**config.mk**
```make
export PLATFORM = sky130hd
export DESIGN_NAME = ifm_window_addr_gen
export DESIGN_NICKNAME = d
export VERILOG_FILES = /design/src/rtl/ifm_addr_pkg.sv /design/src/rtl/ifm_lane_addr.sv /design/src/rtl/ifm_window_addr_gen.sv
export SDC_FILE = /design/constraint.sdc
export NUM_CORES = 1
export LEC_CHECK = 0
export CAP_MARGIN = 20
export CORE_MARGIN = 2
export CORE_UTILIZATION = 55
export DETAILED_ROUTE_END_ITERATION = 16
export PLACE_DENSITY = 0.87
export SLEW_MARGIN = 0
export SYNTH_ARGS = -nofsm -noshare
export SYNTH_HDL_FRONTEND = slang
export SYNTH_SLANG_ARGS = --single-unit
```
**constraint.sdc**
```tcl
create_clock -name clock -period 7.35 [get_ports clock]
set_input_delay 0.735 -clock clock [delete_from_list [all_inputs] [get_ports clock]]
set_output_delay 0.735 -clock clock [all_outputs]
set_load 0.005 [all_outputs]
```
**src/rtl/ifm_addr_pkg.sv**
```systemverilog
// Shared types, default sizing and lane-slicing helper for the IFM window address generator.
package ifm_addr_pkg;

    typedef enum logic [2:0] {
        ST_IDLE      = 3'd0,
        ST_SETUP     = 3'd1,
        ST_RUN       = 3'd2,
        ST_WAIT_CONT = 3'd3,
        ST_END       = 3'd4
    } state_t;

    localparam int unsigned DEF_LANES  = 8;
    localparam int unsigned DEF_ADDR_W = 12;
    localparam int unsigned DEF_DIM_W  = 6;
    localparam int unsigned DEF_K_W    = 3;
    localparam int unsigned DEF_CH_W   = 8;

    // LSB position of a lane inside the packed address bus.
    function automatic int unsigned lane_lsb(input int unsigned lane, input int unsigned addr_w);
        return lane * addr_w;
    endfunction

endpackage

```
**src/rtl/ifm_lane_addr.sv**
```systemverilog
// One output lane: holds its stride offset and forms the window-origin address and valid bit.
module ifm_lane_addr
    import ifm_addr_pkg::*;
#(
    parameter int unsigned LANE_IDX = 0,
    parameter int unsigned ADDR_W   = DEF_ADDR_W,
    parameter int unsigned DIM_W    = DEF_DIM_W,
    parameter int unsigned K_W      = DEF_K_W,
    parameter int unsigned PW       = DEF_DIM_W + DEF_K_W + $clog2(DEF_LANES) + 1
) (
    input  logic              i_clock,
    input  logic              i_rst,
    input  logic              i_load,
    input  logic [K_W-1:0]    i_stride,
    input  logic [K_W-1:0]    i_ksize,
    input  logic [DIM_W-1:0]  i_len,
    input  logic [PW-1:0]     i_x,
    input  logic [ADDR_W-1:0] i_base,
    output logic [ADDR_W-1:0] o_addr,
    output logic              o_valid
);

    logic [PW-1:0] r_off;
    logic [PW-1:0] w_pos;

    always_ff @(posedge i_clock or posedge i_rst) begin
        if (i_rst) begin
            r_off <= '0;
        end else if (i_load) begin
            r_off <= PW'(LANE_IDX) * PW'(i_stride);
        end
    end

    assign w_pos   = i_x + r_off;
    assign o_addr  = i_base + ADDR_W'(w_pos);
    assign o_valid = (w_pos + PW'(i_ksize)) <= PW'(i_len);

endmodule

```
**src/rtl/ifm_window_addr_gen.sv**
```systemverilog
// Raster-order IFM window address generator: FSM, position counters, channel passes and handshake.
module ifm_window_addr_gen
    import ifm_addr_pkg::*;
#(
    parameter int unsigned LANES  = DEF_LANES,
    parameter int unsigned ADDR_W = DEF_ADDR_W,
    parameter int unsigned DIM_W  = DEF_DIM_W,
    parameter int unsigned K_W    = DEF_K_W,
    parameter int unsigned CH_W   = DEF_CH_W
) (
    input  logic                     clock,
    input  logic                     rst,
    input  logic                     tile_start,
    input  logic                     tile_continue,
    input  logic [K_W-1:0]           ksize,
    input  logic [K_W-1:0]           stride,
    input  logic [DIM_W-1:0]         tile_length,
    input  logic [DIM_W-1:0]         tile_height,
    input  logic [CH_W-1:0]          num_ch,
    output logic [LANES*ADDR_W-1:0]  base_address,
    output logic [LANES-1:0]         base_addr_valid,
    output logic                     out_valid,
    input  logic                     out_ready,
    output logic                     out_row_last,
    output logic                     out_pass_last,
    output logic                     addr_gen_done,
    output logic                     ifmap_end,
    output logic                     cfg_err,
    output logic                     busy
);

    localparam int unsigned PW  = DIM_W + K_W + $clog2(LANES) + 1;
    localparam int unsigned AW2 = 2 * DIM_W;
    localparam int unsigned SW  = DIM_W + K_W;

    state_t              r_state;
    logic [K_W-1:0]      r_ksize;
    logic [K_W-1:0]      r_stride;
    logic [DIM_W-1:0]    r_len;
    logic [DIM_W-1:0]    r_hgt;
    logic [CH_W-1:0]     r_nch;
    logic [CH_W-1:0]     r_ch;
    logic [ADDR_W-1:0]   r_area;
    logic [ADDR_W-1:0]   r_ch_base;
    logic [ADDR_W-1:0]   r_row_addr;
    logic [PW-1:0]       r_x;
    logic [PW-1:0]       r_y;
    logic                r_cfg_err;
    logic                r_done;

    logic [PW-1:0]       w_step;
    logic [PW-1:0]       w_x_next;
    logic [PW-1:0]       w_y_next;
    logic [AW2-1:0]      w_area;
    logic [SW-1:0]       w_row_step;
    logic [ADDR_W-1:0]   w_row_base;
    logic                w_row_last;
    logic                w_pass_last;
    logic                w_accept;
    logic                w_last_ch;
    logic                w_cfg_bad;
    logic                w_start_ok;
    logic                w_setup;
    logic [LANES-1:0]    w_lane_vld;

    assign w_step      = PW'(LANES) * PW'(r_stride);
    assign w_x_next    = r_x + w_step;
    assign w_y_next    = r_y + PW'(r_stride);
    assign w_area      = AW2'(r_len) * AW2'(r_hgt);
    assign w_row_step  = SW'(r_stride) * SW'(r_len);
    assign w_row_base  = r_ch_base + r_row_addr;
    assign w_row_last  = (w_x_next + PW'(r_ksize)) > PW'(r_len);
    assign w_pass_last = w_row_last && ((w_y_next + PW'(r_ksize)) > PW'(r_hgt));
    assign w_accept    = out_valid && out_ready;
    assign w_last_ch   = (r_ch + CH_W'(1)) == r_nch;
    assign w_setup     = (r_state == ST_SETUP);

    assign w_cfg_bad  = (ksize == '0) || (stride == '0) || (num_ch == '0)
                     || (PW'(ksize) > PW'(tile_length))
                     || (PW'(ksize) > PW'(tile_height));
    assign w_start_ok = tile_start &&
                        ((r_state == ST_IDLE) || (r_state == ST_END) || (r_state == ST_WAIT_CONT));

    always_ff @(posedge clock or posedge rst) begin
        if (rst) begin
            r_state    <= ST_IDLE;
            r_ksize    <= '0;
            r_stride   <= '0;
            r_len      <= '0;
            r_hgt      <= '0;
            r_nch      <= '0;
            r_ch       <= '0;
            r_area     <= '0;
            r_ch_base  <= '0;
            r_row_addr <= '0;
            r_x        <= '0;
            r_y        <= '0;
            r_cfg_err  <= 1'b0;
            r_done     <= 1'b0;
        end else begin
            r_cfg_err <= 1'b0;
            r_done    <= 1'b0;
            case (r_state)
                ST_SETUP: begin
                    r_area     <= ADDR_W'(w_area);
                    r_x        <= '0;
                    r_y        <= '0;
                    r_row_addr <= '0;
                    r_ch       <= '0;
                    r_ch_base  <= '0;
                    r_state    <= ST_RUN;
                end
                ST_RUN: begin
                    if (w_accept) begin
                        if (w_pass_last) begin
                            r_done     <= 1'b1;
                            r_x        <= '0;
                            r_y        <= '0;
                            r_row_addr <= '0;
                            r_ch       <= r_ch + CH_W'(1);
                            r_ch_base  <= r_ch_base + r_area;
                            r_state    <= w_last_ch ? ST_END : ST_WAIT_CONT;
                        end else if (w_row_last) begin
                            r_x        <= '0;
                            r_y        <= w_y_next;
                            r_row_addr <= r_row_addr + ADDR_W'(w_row_step);
                        end else begin
                            r_x <= w_x_next;
                        end
                    end
                end
                ST_WAIT_CONT: begin
                    if (tile_continue) begin
                        r_state <= ST_RUN;
                    end
                end
                default: ;
            endcase
            // A start accepted in WAIT_CONT overrides a simultaneous continue.
            if (w_start_ok) begin
                if (w_cfg_bad) begin
                    r_cfg_err <= 1'b1;
                    r_state   <= ST_IDLE;
                end else begin
                    r_ksize  <= ksize;
                    r_stride <= stride;
                    r_len    <= tile_length;
                    r_hgt    <= tile_height;
                    r_nch    <= num_ch;
                    r_state  <= ST_SETUP;
                end
            end
        end
    end

    for (genvar gi = 0; gi < LANES; gi++) begin : g_lane
        logic [ADDR_W-1:0] w_addr;
        logic              w_vld;

        ifm_lane_addr #(
            .LANE_IDX (gi),
            .ADDR_W   (ADDR_W),
            .DIM_W    (DIM_W),
            .K_W      (K_W),
            .PW       (PW)
        ) u_lane (
            .i_clock  (clock),
            .i_rst    (rst),
            .i_load   (w_setup),
            .i_stride (r_stride),
            .i_ksize  (r_ksize),
            .i_len    (r_len),
            .i_x      (r_x),
            .i_base   (w_row_base),
            .o_addr   (w_addr),
            .o_valid  (w_vld)
        );

        assign base_address[lane_lsb(gi, ADDR_W) +: ADDR_W] = w_addr;
        assign w_lane_vld[gi] = w_vld;
    end

    assign out_valid       = (r_state == ST_RUN);
    assign base_addr_valid = out_valid ? w_lane_vld : '0;
    assign out_row_last    = out_valid && w_row_last;
    assign out_pass_last   = out_valid && w_pass_last;
    assign addr_gen_done   = r_done;
    assign ifmap_end       = (r_state == ST_END);
    assign cfg_err         = r_cfg_err;
    assign busy            = (r_state != ST_IDLE) && (r_state != ST_END);

endmodule

```
### Word level (Yosys, flattened, before mapping)

Cells that the tools add are included.

* output and inout bits: 111
* flip-flop bits (word level): 126
* input port bits: 31

* reduce and logical (&&, ||, !) cells: 24
* equality and inequality tests: 12
* order comparisons: 12
* $mul: 6
* bitwise operators: 1
* $add $sub $neg: 31
* mux-type cells: 31

Operator list (count)
* $add 13x3->13: 12
* $add 12x12->12: 10
* $le 13x6->1: 8
* $mux 13: 6
* $mux 12: 5
* $add 13x6->13: 4
* $pmux 13 s2: 2
* $pmux 12 s2: 2
* $add 13x5->13: 2
* $gt 13x6->1: 2
* $mux 8: 3
* $pmux 8 s2: 1
* $mux 3: 5
* $add 13x4->13: 1
* $add 12x9->12: 1
* $gt 3x6->1: 2
* $mul 3x3->6 const A: 2
* $mul 6x6->12: 1
* $mul 2x3->5 const A: 2
* $logic_not 3->1: 3
* $mul 3x6->9: 1
* $ne 3x1->1 const B: 3
* $pmux 3 s3: 1
* $add 8x1->8 const B: 1
* 17 further kinds: 37

### Logic depth before layout (Yosys ltp)

* depth after elaboration: 8
* mapped depth: 19

### Cells and area by module

A second synthesis with hierarchy kept.

* cells, all modules: 2458
* area total of the unflattened synthesis: 20379.5 um2

By module, submodules not included
* ifm_window_addr_gen: times used 1, sequential area each 2452.4 um2, area each 8496.9 um2, cells an instance 983
* ifm_lane_addr at g_lane[7].u_lane: times used 1, sequential area each 150.1 um2, area each 1828.0 um2, cells an instance 226
* ifm_lane_addr at g_lane[6].u_lane: times used 1, sequential area each 125.1 um2, area each 1649.1 um2, cells an instance 200
* ifm_lane_addr at g_lane[3].u_lane: times used 1, sequential area each 125.1 um2, area each 1586.5 um2, cells an instance 186
* ifm_lane_addr at g_lane[5].u_lane: times used 1, sequential area each 150.1 um2, area each 1571.5 um2, cells an instance 186
* ifm_lane_addr at g_lane[1].u_lane: times used 1, sequential area each 75.1 um2, area each 1472.7 um2, cells an instance 187
* ifm_lane_addr at g_lane[4].u_lane: times used 1, sequential area each 75.1 um2, area each 1466.4 um2, cells an instance 187
* ifm_lane_addr at g_lane[2].u_lane: times used 1, sequential area each 75.1 um2, area each 1405.1 um2, cells an instance 177
* ifm_lane_addr at g_lane[0].u_lane: times used 1, sequential area each 0.0 um2, area each 903.4 um2, cells an instance 126

### Least setup slack after synthesis

Ideal clock, no wire load.

* path kind: reg-to-output
* start point: reg r_stride[1]
* end point: out out_pass_last
* data required time: 6.615 ns
* stages on the path, launching flop included: 15
* arrival: 3.556 ns
* path slack: 3.059 ns
* cell sequence: dfrtp_1 inv_1 fa_1 xnor2_1 ha_1 a21o_1 nand2_1 o21ai_0 a32oi_1 xnor2_1 ha_1 a2111oi_0 o311a_1 a31o_2 nor2_1

* word-level cells in the longest chain between the ends: 5
* elaborated cells between the ends (all ways): 8
* those cells by class: add/sub (4); order compare (2); reduce/logical (2)

RTL lines
* from (decl): line ifm_window_addr_gen.sv:38 `logic [K_W-1:0] r_stride;`
* from (signal assigned): line ifm_window_addr_gen.sv:146 `r_stride <= stride;`
* $add 13x6->13 or $add 13x3->13 (tied branches): line ifm_window_addr_gen.sv:67, ifm_window_addr_gen.sv:68
* $add 13x3->13 (on tied branches): line ifm_window_addr_gen.sv:72, ifm_window_addr_gen.sv:73
* $gt 13x6->1 (on tied branches): line ifm_window_addr_gen.sv:72, ifm_window_addr_gen.sv:73
* $logic_and 1x1->1 *: line ifm_window_addr_gen.sv:73 `assign w_pass_last = w_row_last && ((w_y_next + PW'(r_ksize)) > PW'(r_hgt));`
* $logic_and 1x1->1 *: line ifm_window_addr_gen.sv:186 `assign out_pass_last = out_valid && w_pass_last;`
* to (decl): line ifm_window_addr_gen.sv:25 `output logic out_pass_last,`

Mark *: on every way between the ends. The rest lies on a longest branch, timed or not.

### Final worst setup path

Ends and elaborated chain as after synthesis.

==> impl_results.md <==
* Status: finished, final reports clean
* Via Count at ~14000
* Register area at 2830 um^2
* GPL Wtd Cong at 0.973
* H-tree lvl count at 4
* Vias in the first global route at 14200
* Worst-path cell chain: inv_1 > fa_1 > xnor2_1 > ha_1 > a21o_1 > nand2_1 > o21ai_0 > a32oi_1 > xnor2_1 > ha_1 > a2111oi_0 > o311a_1 > a31o_2 > nor2_1 > clkdlybuf4s50_1
* Async set-reset flop share out of synthesis at 1.00
* Residual DRC count at 0
* WL per Instance at 19.6 um
* Setup tns final at 0 ps
* Max Fclk at approximately 0.17 GHz
* Gr usage total at 0.314
* Final Skew at about 8.3 ps
* Fin. Hold Viols at 0
* I/O pins at around 140
* CTS tree: done
* Ant diodes at 0
* Max-cap check violation count at 0
* Final Cycle Share at 0.825
* Clk pin slew, worst setup/hold paths at 60 ps
* Synth Register Bits at 113
* Post-route ant nets at 0
* Pins over their slew limit at 0
* Vias per cell at between 6 and 7
* Finished Cell Area at 17400 um^2
* WP data arrival at roughly 5300 ps
* Dominant synthesized flop cell: dfrtp_1
* Hold slack at ~500 ps
* Kind of critical path: register to output port
* DR iter-0 viols at about 1200
* Final nets at around 2200
* Final min period at just over 6000 ps
* Clk buf depth at 2
* DP Area at between 15000 and 20000 um^2
* Largest net degree at the start of global routing at 70
* Commonest non-fill, non-tap cell in the layout: ha_1
* Rows at 60
* Synth top area share at 0.188
* Clk sinks at 113
* Clock root cell: clkbuf_16
* Core area at around 27000 um^2
* Area growth from synthesis to final layout at 14.8%
* Post-CTS setup buffer count at 0
* Post-Syn Area at ~15000 um^2
* Post-DP HPWL at between 30 and 40 mm
* Cts repair resizes at 0
* Crit end category: output port
* RSZ-0062 raised after global routing: no
* Cells after Synth at roughly 1800
* Final WL at ~45 mm
* Multi-input combinational cell area at about 11000 um^2
* Die ar. at about 29000 um^2
* Slew headroom at 0.243
* Crit-path max FO at 14
* Worst slew pin tran at between 1000 and 1500 ps
* Worst-Skew Late Latency at about 420 ps
* First-pass GRT wire length at 71.7 mm
* Commonest cells after routing, fill and taps aside: ha_1 (227), nand2_1 (202), xnor2_1 (150)
* Layout cells sized above 1 at 0.0472
* Drt first pass iters at 6
* Die H at 170 um
* Port bufs at between 100 and 150
* Worst path required time at between 6000 and 7000 ps
* HP Class: register to register
* Final setup vio count at 0
* Worst path slowest cell: dfrtp_1
* Max incr delay on CP at 730 ps
* Synth area leader: ha_1
* CP Launch Type: register
* Initial Utilization at 0.561
* Cts bufs inserted at 17
* EDFF count, synth at 0
* Hold buffers post-CTS at 0
* Ranking of synthesized cells by area: ha_1 (19%), dfrtp_1 (19%), xnor2_1 (8.8%)
* Syn_area_per_cell at a little over 8 um^2
* Seq/Total Area, Yosys at 0.187
* Die Width at about 170 um
* Synth Warn # at 0
* Gr ovfl total at 0
* Filler cells at 2153
* Initial antenna violation count at 0
* Synth unique cells at 76
* Core Util, Final at 0.644
## routing by layer
| metal | routed length, um | global-route usage | vias up | share of wire |
|---|---|---|---|---|
| li1 | - | - | 6600 | - |
| met1 | 17900 | 0.386 | 6650 | 0.40 |
| met2 | 20800 | 0.522 | 745 | 0.46 |
| met3 | 3660 | 0.0471 | 157 | 0.081 |
| met4 | 2640 | 0.187 | 0 | 0.059 |
| met5 | 0 | 0 | - | 0 |
## per-stage QoR
stage / std cells / setup WS [ps]
6_report: 2291 / 1290
5_1_grt: 2291 / 1100
3_3_place_gp: 2255 / 2160
4_1_cts: 2287 / 1430
2_1_floorplan: 1843 / 3060
3_5_place_dp: 2255 / 1990
## path summary, 6_finish.rpt
path | from | endpoint | slack [ps] | cells past startpoint
max | r_stride[1] | out_pass_last | 1290 | 15
min | r_area[6] | r_area[6] | 500 | 2
max reg2reg | r_stride[1] | r_ch_base[11] | 1910 | 15
min reg2reg | r_area[6] | r_area[6] | 500 | 2
max in group asynchronous | rst | r_y[3] | 5420 | 3
min in group asynchronous | rst | r_area[8] | 830 | 2
## registers in the layout, indices dropped and copies added, names as in the netlist
register,count
addr_gen_done,1
cfg_err,1
g_lane.u_lane.r_off,15
r_area,12
r_ch,8
r_ch_base,12
r_hgt,6
r_ksize,3
r_len,6
r_nch,8
r_row_addr,12
r_state,3
r_stride,3
r_x,10
r_y,13
## critical path, delay by kind of cell (launching register included)
family / cells / cell delay, ps
buffers and inverters: 2 / 750
DFF: 1 / 730
xor gates and xnor gates: 2 / 370
adders and majority gates: 3 / 1070
AOI/OAI and AO/OA: 6 / 1850
and+or+nand+nor: 2 / 140
## synth_stat cells (all sizes together) (35+ instances only)
| cell | count |
|---|---|
| nor3 | 35 |
| xnor2 | 151 |
| o21bai | 41 |
| fa | 42 |
| xor2 | 79 |
| o21ai | 104 |
| nand3 | 36 |
| inv | 138 |
| clkbuf | 66 |
| nor2 | 98 |
| a21o | 50 |
| dfrtp | 113 |
| a21oi | 142 |
| ha | 227 |
| nand2 | 202 |
## cell families after synthesis
kind of cell             count (synthesis)  synth area share
AND/OR/NAND/NOR                        523             0.164
AO/OA/AOI/OAI                          451             0.192
adder cells (fa/ha/maj)                270             0.244
XOR/XNOR                               231             0.135
buffers and inverters                  231            0.0620
flip-flops                             113             0.187
multiplexers                            22            0.0156
other                                    1          0.000248
## cell type report
type	instances	area share
Clock buffer	22	0.0268
Clock inverter	10	0.00772
Inverter	140	0.0304
Multi-Input combinational cell	1499	0.655
Sequential cell	113	0.163
Tap cell	341	0.0246
Timing Repair Buffer	166	0.0924
Power is not shown: default switching activity piles up to over one toggle a cycle in this logic, so the estimate is an artifact.
==> RTL change: new RTL, config.mk and constraints unchanged <==
The 5 states of `state_t` get a Gray code encoding in 3 bits.
--- a/src/rtl/ifm_addr_pkg.sv
+++ b/src/rtl/ifm_addr_pkg.sv
@@ -2,11 +2,11 @@
 package ifm_addr_pkg;
 
     typedef enum logic [2:0] {
-        ST_IDLE      = 3'd0,
-        ST_SETUP     = 3'd1,
-        ST_RUN       = 3'd2,
-        ST_WAIT_CONT = 3'd3,
-        ST_END       = 3'd4
+        ST_IDLE      = 3'b000,
+        ST_SETUP     = 3'b001,
+        ST_RUN       = 3'b011,
+        ST_WAIT_CONT = 3'b010,
+        ST_END       = 3'b110
     } state_t;
 
     localparam int unsigned DEF_LANES  = 8;
Function: no difference found for any inputs over 4 cycles, from zero or initial values and one cycle with rst high; so few cycles prove little.
==> RTL change against the unedited design <==
Area after synthesis down 1.4%. Worst setup slack better by 150 ps. Design area down 1.5%. Register-to-register slack better by 360 ps. Sequential share of layout area up 0.25 points. Routed wire length down 5.1%. Utilization down 0.61 points. Hold slack worse by 10 ps. Sequential cell count unchanged. Maximum frequency up 2.5%.
Power is left out: the tool's default activity adds up to more than one toggle a clock period on the data nets, which glitch-free logic cannot reach.
==> RTL change: results (changes against the unedited design) <==
qor: final_layout.seq_area_share 16.5% [+0.25 points]
qor: final_layout.areaGrowthSynthToFinish 14.7%
qor: critical_path.critical_path.slowest_cell sky130_fd_sc_hd__clkdlybuf4s50_1
qor: yosys.synth_area_per_cell 8.24 um2 [+0.44%]
qor: critical_path.cp_slowest_stage_delay 520 ps [-210 ps]
qor: final_layout.final-clk-cell-share 3.31% [-0.14 points]
qor: yosys.yosys.area_share.adder 24.8% [+0.40 points]
qor: placement.final_weighted_congestion_of_routability_driven_global_placement 0.950 [-2.4%]
qor: critical_path.critical_path_peak_fanout 8 [-6]
qor: placement.standard_cell_area_after_detailed_placement 16500 um2 [-1.4%]
qor: yosys.netlist-cell-type-count 81 [+6.6%]
qor: placement.dp_cells 2221 [-1.5%]
qor: sta.holdWs 488 ps [-10.3 ps]
qor: critical_path.cp.arrival 5180 ps [-150 ps]
qor: global_routing.via_count_of_the_first_global_routing_pass 13800 [-2.7%]
qor: global_routing.groute.layer.met1.usage 36.8% [-1.8 points]
qor: sta.period_minus_slack 5910 ps [-150 ps]
qor: yosys.synth-xor-area-share 13.5% [+0.026 points]
qor: global_routing.use_met3 4.51% [-0.20 points]
qor: detailed_routing.route.top_layer_used met5
qor: detailed_routing.avgRoutedWirePerCell 18.9 um [-3.6%]
qor: final_layout.fin_cells 2254 [-1.6%]
qor: sta.actual_transition_at_the_worst_max_transition_pin 1110 ps [-24.8 ps]
qor: placement.dp_worst_setup_slack 2050 ps [+64.8 ps]
qor: detailed_routing.dr.pass1.iters 5 [-1]
qor: global_routing.groute.usage.overall 30.5% [-0.89 points]
qor: status.run_status complete, no violations
qor: global_routing.grt_pass1_wl 69.3 mm [-3.4%]
qor: yosys.synth.area.mux_share 1.60% [+0.038 points]
qor: critical_path.timing.reg2reg.setup_slack 2270 ps [+360 ps]
RTL change: changes by cell type after synthesis, moves of 6 or more:
cell                       delta
sky130_fd_sc_hd__a211oi_1     -7
sky130_fd_sc_hd__a21o_1      +13
sky130_fd_sc_hd__a21oi_1     -23
sky130_fd_sc_hd__clkbuf_1     -7
sky130_fd_sc_hd__nand4_1     +10
sky130_fd_sc_hd__nor2b_1     +10
sky130_fd_sc_hd__nor3b_1      -6
sky130_fd_sc_hd__o21bai_1    -12
RTL change: final timing paths:
| kind | startpoint | end |
|---|---|---|
| setup reg to reg | r_stride[1] | r_row_addr[6] |
| hold reg to reg | g_lane[5].u_lane.r_off[5] | g_lane[5].u_lane.r_off[5] |
| min in group asynchronous | rst | r_area[11] |
| hold / removal | g_lane[5].u_lane.r_off[5] | g_lane[5].u_lane.r_off[5] |
| max in group asynchronous | rst | r_x[3] |
| setup / recovery | r_ch_base[0] | base_address[71] |
